File: config.mk
export PLATFORM = sky130hd
export DESIGN_NAME = uart_line_arbiter
export DESIGN_NICKNAME = d
export VERILOG_FILES = /design/src/rtl/uart_arb_pkg.sv /design/src/rtl/uart_rr_pick.sv /design/src/rtl/uart_line_arbiter.sv
export SDC_FILE = /design/constraint.sdc
export NUM_CORES = 1
export LEC_CHECK = 0
export ABC_AREA = 1
export BUFFER_PORTS_ARGS = -buffer_cell sky130_fd_sc_hd__buf_2
export CELL_PAD_IN_SITES_DETAIL_PLACEMENT = 0
export CELL_PAD_IN_SITES_GLOBAL_PLACEMENT = 1
export CORE_AREA = 3 3 358 360
export CTS_CLUSTER_DIAMETER = 100
export DETAILED_ROUTE_END_ITERATION = 10
export DIE_AREA = 0 0 361 363
export PLACE_DENSITY_LB_ADDON = 0.1
export SLEW_MARGIN = 10
export SYNTH_ARGS = -nofsm -noshare
export SYNTH_HDL_FRONTEND = slang
export SYNTH_SLANG_ARGS = --single-unit
File: constraint.sdc
create_clock -name clk_i -period 2.9 [get_ports clk_i]
set_input_delay 0.145 -clock clk_i [delete_from_list [all_inputs] [get_ports clk_i]]
set_output_delay 0.145 -clock clk_i [all_outputs]
set_load 0.005 [all_outputs]
File: src/rtl/uart_arb_pkg.sv
// Shared types and constants for the UART line arbiter.
package uart_arb_pkg;

  typedef enum logic [1:0] {
    IDLE,
    SETUP,
    ACCESS
  } arb_state_e;

  localparam logic [7:0] AsciiLf = 8'h0A;

endpackage

File: src/rtl/uart_rr_pick.sv
// Combinational round-robin picker: first set request at or after ptr_i, wrapping.
module uart_rr_pick
  import uart_arb_pkg::*;
#(
  parameter int unsigned NumReq = 8,
  localparam int unsigned IdxW = $clog2(NumReq)
) (
  input  logic [NumReq-1:0] req_i,
  input  logic [IdxW-1:0]   ptr_i,
  output logic              valid_o,
  output logic [IdxW-1:0]   idx_o
);

  int unsigned     cand;
  logic [IdxW-1:0] cidx;

  always_comb begin
    valid_o = 1'b0;
    idx_o   = '0;
    cand    = 0;
    cidx    = '0;
    for (int unsigned i = 0; i < NumReq; i++) begin
      cand = (32'(ptr_i) + i) % NumReq;
      cidx = IdxW'(cand);
      if (!valid_o && req_i[cidx]) begin
        valid_o = 1'b1;
        idx_o   = cidx;
      end
    end
  end

endmodule

File: src/rtl/uart_line_arbiter.sv
// Round-robin APB arbiter in front of one mock UART, with a per-line lock so that
// printf output from different requesters never interleaves within a line.
module uart_line_arbiter
  import uart_arb_pkg::*;
#(
  parameter int unsigned          NumReq        = 8,
  parameter int unsigned          AddrWidth     = 32,
  parameter int unsigned          TimeoutCycles = 1024,
  parameter logic [AddrWidth-1:0] TxAddrOffset  = '0,
  localparam int unsigned         IdxW          = $clog2(NumReq)
) (
  input  logic                             clk_i,
  input  logic                             rst_i,
  input  logic [NumReq-1:0]                slv_psel_i,
  input  logic [NumReq-1:0]                slv_penable_i,
  input  logic [NumReq-1:0]                slv_pwrite_i,
  input  logic [NumReq-1:0][AddrWidth-1:0] slv_paddr_i,
  input  logic [NumReq-1:0][31:0]          slv_pwdata_i,
  output logic [NumReq-1:0]                slv_pready_o,
  output logic [NumReq-1:0][31:0]          slv_prdata_o,
  output logic [NumReq-1:0]                slv_pslverr_o,
  output logic                             mst_psel_o,
  output logic                             mst_penable_o,
  output logic                             mst_pwrite_o,
  output logic [AddrWidth-1:0]             mst_paddr_o,
  output logic [31:0]                      mst_pwdata_o,
  input  logic                             mst_pready_i,
  input  logic [31:0]                      mst_prdata_i,
  input  logic                             mst_pslverr_i,
  output logic                             lock_valid_o,
  output logic [IdxW-1:0]                  lock_owner_o
);

  localparam int unsigned      CntW   = $clog2(TimeoutCycles);
  localparam logic [CntW-1:0]  CntMax = CntW'(TimeoutCycles - 1);

  arb_state_e           state_q, state_d;
  logic [IdxW-1:0]      rr_ptr_q, rr_ptr_d;
  logic [IdxW-1:0]      grant_q, grant_d;
  logic                 pwrite_q, pwrite_d;
  logic [AddrWidth-1:0] paddr_q, paddr_d;
  logic [31:0]          pwdata_q, pwdata_d;
  logic                 lock_valid_q, lock_valid_d;
  logic [IdxW-1:0]      lock_owner_q, lock_owner_d;
  logic [CntW-1:0]      cnt_q, cnt_d;

  logic [NumReq-1:0] owner_mask, eligible;
  logic              pick_valid;
  logic [IdxW-1:0]   pick_idx;
  logic              xfer_done, owner_grant;

  assign owner_mask = NumReq'(1) << lock_owner_q;
  assign eligible   = lock_valid_q ? (slv_psel_i & owner_mask) : slv_psel_i;

  uart_rr_pick #(
    .NumReq(NumReq)
  ) u_pick (
    .req_i  (eligible),
    .ptr_i  (rr_ptr_q),
    .valid_o(pick_valid),
    .idx_o  (pick_idx)
  );

  always_comb begin
    state_d      = state_q;
    rr_ptr_d     = rr_ptr_q;
    grant_d      = grant_q;
    pwrite_d     = pwrite_q;
    paddr_d      = paddr_q;
    pwdata_d     = pwdata_q;
    lock_valid_d = lock_valid_q;
    lock_owner_d = lock_owner_q;
    cnt_d        = cnt_q;
    xfer_done    = 1'b0;
    owner_grant  = 1'b0;

    unique case (state_q)
      IDLE: begin
        if (pick_valid) begin
          state_d     = SETUP;
          grant_d     = pick_idx;
          pwrite_d    = slv_pwrite_i[pick_idx];
          paddr_d     = slv_paddr_i[pick_idx];
          pwdata_d    = slv_pwdata_i[pick_idx];
          owner_grant = lock_valid_q;
        end
      end
      SETUP: state_d = ACCESS;
      ACCESS: begin
        if (mst_pready_i) begin
          state_d   = IDLE;
          xfer_done = 1'b1;
          rr_ptr_d  = (grant_q == IdxW'(NumReq - 1)) ? '0 : grant_q + 1'b1;
        end
      end
      default: state_d = IDLE;
    endcase

    // Idle timer only runs while the owner is silent; it saturates at CntMax.
    if (owner_grant || !lock_valid_q) begin
      cnt_d = '0;
    end else if (state_q == IDLE && !slv_psel_i[lock_owner_q] && cnt_q != CntMax) begin
      cnt_d = cnt_q + 1'b1;
    end
    if (lock_valid_q && !owner_grant && cnt_q == CntMax) begin
      lock_valid_d = 1'b0;
    end

    if (xfer_done && pwrite_q && !mst_pslverr_i && paddr_q == TxAddrOffset) begin
      if (pwdata_q[7:0] != AsciiLf) begin
        lock_valid_d = 1'b1;
        lock_owner_d = grant_q;
        cnt_d        = '0;
      end else begin
        lock_valid_d = 1'b0;
      end
    end
  end

  always_ff @(posedge clk_i or posedge rst_i) begin
    if (rst_i) begin
      state_q      <= IDLE;
      rr_ptr_q     <= '0;
      grant_q      <= '0;
      pwrite_q     <= 1'b0;
      paddr_q      <= '0;
      pwdata_q     <= '0;
      lock_valid_q <= 1'b0;
      lock_owner_q <= '0;
      cnt_q        <= '0;
    end else begin
      state_q      <= state_d;
      rr_ptr_q     <= rr_ptr_d;
      grant_q      <= grant_d;
      pwrite_q     <= pwrite_d;
      paddr_q      <= paddr_d;
      pwdata_q     <= pwdata_d;
      lock_valid_q <= lock_valid_d;
      lock_owner_q <= lock_owner_d;
      cnt_q        <= cnt_d;
    end
  end

  assign mst_psel_o    = (state_q != IDLE);
  assign mst_penable_o = (state_q == ACCESS);
  assign mst_pwrite_o  = pwrite_q;
  assign mst_paddr_o   = paddr_q;
  assign mst_pwdata_o  = pwdata_q;
  assign lock_valid_o  = lock_valid_q;
  assign lock_owner_o  = lock_owner_q;

  // Response path is combinational so a zero-wait UART completes in one ACCESS cycle.
  always_comb begin
    slv_pready_o  = '0;
    slv_prdata_o  = '0;
    slv_pslverr_o = '0;
    if (state_q == ACCESS) begin
      slv_pready_o[grant_q]  = mst_pready_i & slv_penable_i[grant_q];
      slv_prdata_o[grant_q]  = mst_prdata_i;
      slv_pslverr_o[grant_q] = mst_pslverr_i;
    end
  end

endmodule

==> out/metrics.csv, run 1 <==
metric,value,unit
status,"complete, but fails checks",
violations,negative setup slack,
cts_max_level,3,
cts_root_buf,clkbuf_16,
muxShareOfSynthArea,0,%
io_pins,915,
holdCritPathClass,input port to flop,
finalCriticalPeriod,3190,ps
worst-slew-pin-transition,904,ps
core,125000,µm²
synthArstFlopShare,100,%
cts_sinks,87,
slew_viol_final,0,
finClkSkew,19.2,ps
rsz0062_at_grt,yes,
gp_congestion,0.805,
postRouteWirelength,112000,µm
grt_pass1_vias,18758,
clk_pin_slew,90,ps
crit_type,flop to flop,
grt_first_pass_wirelength,150000,µm
numPortBuffers,914,
wl_per_cell,23.7,µm
worst_slack,-293,ps
max_cap_violations,0,
final_area,21400,µm²
clk_latency,410,ps
dpl.hpwl,90400,µm
synth_top_family_by_area,simple AND/OR/NAND/NOR gates,
final_layout_size_suffix_gt1_share,47.3,%
finalCritPeriodShare,110,%
grt_max_degree,40,
drtIter0Drc,1003,
fin_util,17.0,%
yosys.cell_types.count,36,
first_pass_iters,5,
nets,3603,
tns,-14140,ps
grt_use_total,16.0,%
drc,0,
finalHoldViolCount,0,
synth_adder_area_share,0.577,%
antenna_found_initial,50,
yosys_warnings,0,
start_util,8.64,%
required,3200,ps
dp_slack,-885,ps
synthXorXnorAreaFrac,0.566,%
vias,18101,
netlist_area,10800,µm²
grt-ovfl-total,0,
yosys.area_share.simple,67.5,%
antenna_left,0,
synth_edf_count,0,
slew_headroom,39.4,%
vias_per_cell,3.85,
ys_seq_area_share,20.1,%
syn_nets,2597,
synth_ff_type,dfrtp_1,
fp.dieW,361,µm
synthCells,2020,
synth.avg_cell_area,5.37,µm²
ys_seq_elements,87,
crit_path_start_kind,flop,
endpoint_kind,flop,
dieArea,131000,µm²
die_h,363,µm
worst_ep_arrival_time,3490,ps
cts_tree,yes,
cts_buffers,9,
synth-compound-area-share,1.51,%
max_clock_freq,313,MHz
std_cell_rows,130,
cts_max_path_buffers,2,
placed_cell_area,18900,µm²
path_max_fanout,9,
setup_viol,65,
syn_to_final_growth,97.3,%
[cells by family after synthesis]
group / count (synthesis)
AOI/OAI and AO/OA: 27
xor gates and xnor gates: 7
adders and majority gates: 5
buffers and inverters: 222
DFF: 87
and+or+nand+nor: 1672
[flip-flops by register name (all words and copies together), names as in the netlist, 2 cells and up]
| name | count |
|---|---|
| rr_ptr_q | 3 |
| mst_paddr_o | 32 |
| grant_q | 3 |
| state_q | 2 |
| cnt_q | 10 |
| mst_pwdata_o | 32 |
| lock_owner_o | 3 |
[worst paths after layout]
check / end / cells after the start / startpoint / slack (ps)
max in group asynchronous: lock_owner_o[0] / 4 / rst_i / 1780
max: mst_paddr_o[21] / 21 / rr_ptr_q[1] / -290
max reg2reg: mst_paddr_o[21] / 21 / rr_ptr_q[1] / -290
min in group asynchronous: mst_pwdata_o[11] / 3 / rst_i / 320
min: mst_pwdata_o[20] / 5 / slv_pwdata_i[212] / 110
min reg2reg: mst_pwdata_o[19] / 2 / mst_pwdata_o[19] / 480
[Yosys cell counts, types with 2 or more instances]
library cell	n	area share [%]
clkinv_1	5	0.17
o22ai_1	2	0.12
xor2_1	4	0.32
nor3b_1	2	0.14
ha_1	5	0.58
xnor2_1	3	0.24
dfrtp_1	87	20
o21ai_0	9	0.42
o31ai_1	4	0.28
buf_2	86	4.0
buf_1	9	0.31
inv_1	34	1.2
nand4_1	11	0.63
buf_4	14	0.97
clkbuf_1	55	1.9
nor3_1	6	0.28
a21oi_1	6	0.28
nand2_1	601	21
nor2_2	2	0.12
buf_6	8	0.83
nand2_2	4	0.23
nor4_1	9	0.52
nand3_1	732	34
nor2_1	300	10
inv_2	11	0.38
[area by class of cell]
type / count / area (µm²)
Clock inverter: 6 / 100
Inverter: 50 / 193
Tap cell: 1650 / 2060
Clock buffer: 10 / 239
Sequential cell: 87 / 2180
Antenna cell: 25 / 62.6
Timing Repair Buffer: 1167 / 7750
Fill cell: 14793 / 104000
Multi-Input combinational cell: 1711 / 8780
[what timing repair did]
action	CTS	global route
hold buffers	2	0
buffers inserted	18	6
cloned	8	14
pin swaps	31	40
setup endpoints to repair	78	80
endpoints found under the hold margin	25	0
resized for setup	128	173
[metal layers]
| metal | vias to the layer above | GRT usage (%) | share of wire (%) | routed length [µm] |
|---|---|---|---|---|
| met2 | 610 | 28.1 | 50 | 55700 |
| met5 | - | 0 | 0.15 | 165 |
| met1 | 8586 | 19.4 | 42 | 47200 |
| li1 | 8762 | - | - | - |
| met4 | 28 | 4.57 | 2.1 | 2310 |
| met3 | 115 | 3.66 | 5.6 | 6280 |
[placed cells by master (no fill, tap or decap), drive strengths merged]
master       instances
nor3b                2
nand3              733
and3b                1
nor2               302
nor3                 6
dlygate4sd3          2
a211oi               1
nand4               13
ha                   5
nand2              605
a31o                 1
or2                  1
a21oi                7
nor4                 9
o21ai               11
inv                 48
xnor2                3
o31ai                4
o22ai                2
buf               1146
clkbuf              24
bufinv               2
clkinv               6
xor2                 4
bufbuf               5
diode               25
dfrtp               87
a22oi                1
[worst max-delay path, stage by stage, from the launching register on]
cell and delay [ps]:
dfrtp_1 400, buf_4 160, buf_4 150, xnor2_4 180
inv_1 100, buf_4 130, nand2_1 80, buf_4 110
nand2_2 80, a21oi_4 180, buf_4 140, nand4_4 240
buf_12 230, buf_6 150, buf_12 150, buf_4 140
nand3_1 80, nand3_1 110, nand3_1 100, nand2_1 60
nand2_1 50, nand2_1 40
[stage by stage]
| step | hold slack [ps] | cells |
|---|---|---|
| 2_1_floorplan | 318 | 2020 |
| 3_3_place_gp | 223 | 4622 |
| 3_5_place_dp | 216 | 4622 |
| 4_1_cts | 68.4 | 4662 |
| 5_1_grt | 102 | 4695 |
| 6_report | 111 | 4706 |
Power of run 1 is not shown: default switching activity piles up to over one toggle a cycle in this logic, so the estimate is an artifact.
==> inputs of run 2 (changes only) <==
clock period = 2.6 ns   (was 2.9 ns; I/O delays follow)
==> out/metrics.csv, run 2 (synthesized netlist as in run 1, its figures left out) <==
metric,value,unit,change
status,"complete, but fails checks",,
violations,negative setup slack,,
placed_cell_area,18900,µm²,+0.27%
final_layout_size_suffix_gt1_share,52.3,%,+4.9 points
grt_pass1_vias,19115,,+1.9%
slew_headroom,63.5,%,+24 points
multi_input_area,9520,µm²,+8.4%
gp_congestion,0.794,,-1.3%
endpoint_kind,flop,,
clk_latency,410,ps,about the same
cts_root_buf,clkbuf_16,,
rrSetupSlack,-530,ps,-240 ps
vias,18277,,+0.97%
finalHoldViolCount,0,,unchanged
seq_area,2180,µm²,+0.11%
worstHoldStart,slv_pwdata_i[207],,
wl_per_cell,23.5,µm,-0.78%
stdcell_count,4735,,+0.62%
start_util,8.64,%,unchanged
crit_type,flop to flop,,
dieArea,131000,µm²,unchanged
syn_to_final_growth,106,%,
mostFrequentLayoutCells,"914 x buf_2, 513 x nand3_1, 495 x nand2_1",,
cts_max_level,3,,unchanged
numPortBuffers,914,,unchanged
first_pass_iters,5,,unchanged
holdCritPathClass,input port to flop,,
vias_per_cell,3.86,,+0.35%
grt_max_degree,48,,+20%
antenna_found_initial,52,,+4.0%
cts_tree,yes,,
r2r-start,lock_owner_o[0],,
nets,3632,,+0.80%
setup_viol,74,,+14%
finalCritPeriodShare,120,%,+10 points
rsz0062_at_grt,yes,,
cts_sinks,87,,unchanged
worst-slew-pin-transition,543,ps,-361 ps
finClkSkew,30.4,ps,+11.3 ps
drtIter0Drc,825,,-18%
mostFrequentLayoutCell,buf_2,,
worst_ep_arrival_time,3430,ps,-60 ps
grt_use_total,16.0,%,+0.056 points
num-fill-cells,14718,,-0.51%
r2r_end,mst_pwdata_o[21],,
grt-ovfl-total,0,,unchanged
io_pins,915,,unchanged
max_cap_violations,0,,unchanged
rr_worst_depth,20,,-4.8%
worst_slack,-533,ps,-239 ps
std_cell_rows,130,,unchanged
drc,0,,unchanged
clk_pin_slew,100,ps,about the same
cts_buffers,9,,unchanged
postRouteWirelength,111000,µm,-0.16%
path_max_fanout,8,,-1
required,2890,ps,-310 ps
cts_max_path_buffers,2,,unchanged
antenna_left,0,,unchanged
fp.dieW,361,µm,unchanged
crit_path_start_kind,flop,,
finalCriticalPeriod,3130,ps,-60.8 ps
dp_cells,4620,,-0.043%
slew_viol_final,0,,unchanged
min_to,mst_pwdata_o[15],,
holdPathStages,5,,unchanged
core,125000,µm²,unchanged
dpl.hpwl,90200,µm,-0.26%
final_area,22300,µm²,+4.4%
max_clock_freq,319,MHz,+1.9%
die_h,363,µm,unchanged
grt_first_pass_wirelength,151000,µm,+0.79%
run 2: final cells by class:
class	instances	share of cell area [%]
clock inverter	7	0.381
multi-input combinational	1711	42.7
inverter	50	0.965
clock buffer	9	1.01
tap	1650	9.25
sequential	87	9.79
antenna	25	0.280
timing repair buffer	1196	35.6
run 2: through the flow:
step	util, %	hold slack, ps	worst slack (ps)	setup TNS, ps
floorplan	-	303	-35.2	-737
global placement	15.1	150	-1060	-64820
detailed placement	15.1	161	-938	-55700
CTS	16.6	62.0	-457	-25890
global route	17.8	95.9	-725	-44550
finish	17.8	97.4	-533	-29450
run 2: routing by layer:
layer | part of all wire, % | GRT usage, % | vias up
met5 | 0.23 | 0 | -
met4 | 1.4 | 3.02 | 36
met3 | 5.6 | 4.18 | 112
met2 | 50 | 28.2 | 617
met1 | 43 | 19.7 | 8684
li1 | - | - | 8828
run 2: how the worst max path moves through the flow:
stage	start	end	slack (ps)	cells after the start
floorplan	rr_ptr_q[1]	mst_pwdata_o[5]	-40	20
global placement	rr_ptr_q[1]	mst_pwdata_o[23]	-1060	16
detailed placement	rr_ptr_q[1]	mst_pwdata_o[23]	-940	16
CTS	lock_owner_o[0]	mst_paddr_o[30]	-460	19
global route	lock_owner_o[0]	mst_pwdata_o[9]	-730	20
finish	lock_owner_o[0]	mst_pwdata_o[21]	-530	20
run 2: repair_timing:
item	CTS	global route
setup endpoints to repair	83	112
gates cloned	12	5
setup buffers	29	28
resized for setup	236	245
hold endpoints to repair	19	0
pin swaps	49	65
hold buffers	2	0
run 2: worst max-delay path, stage by stage, from the launching register on:
cell,delay [ps]
dfrtp_2,500
buf_6,140
nand4_1,120
nand3_2,120
nand3_2,110
nand3_2,80
nand2_2,110
nand4_1,170
nor2_2,200
nand4_1,200
nand3_4,240
nand2_8,130
buf_12,190
buf_12,150
buf_16,150
nand2_1,60
nand3_1,80
nand3_2,70
nand2_1,50
nand2_1,60
nand2_1,50
Power of run 2 is left out for the same reason.
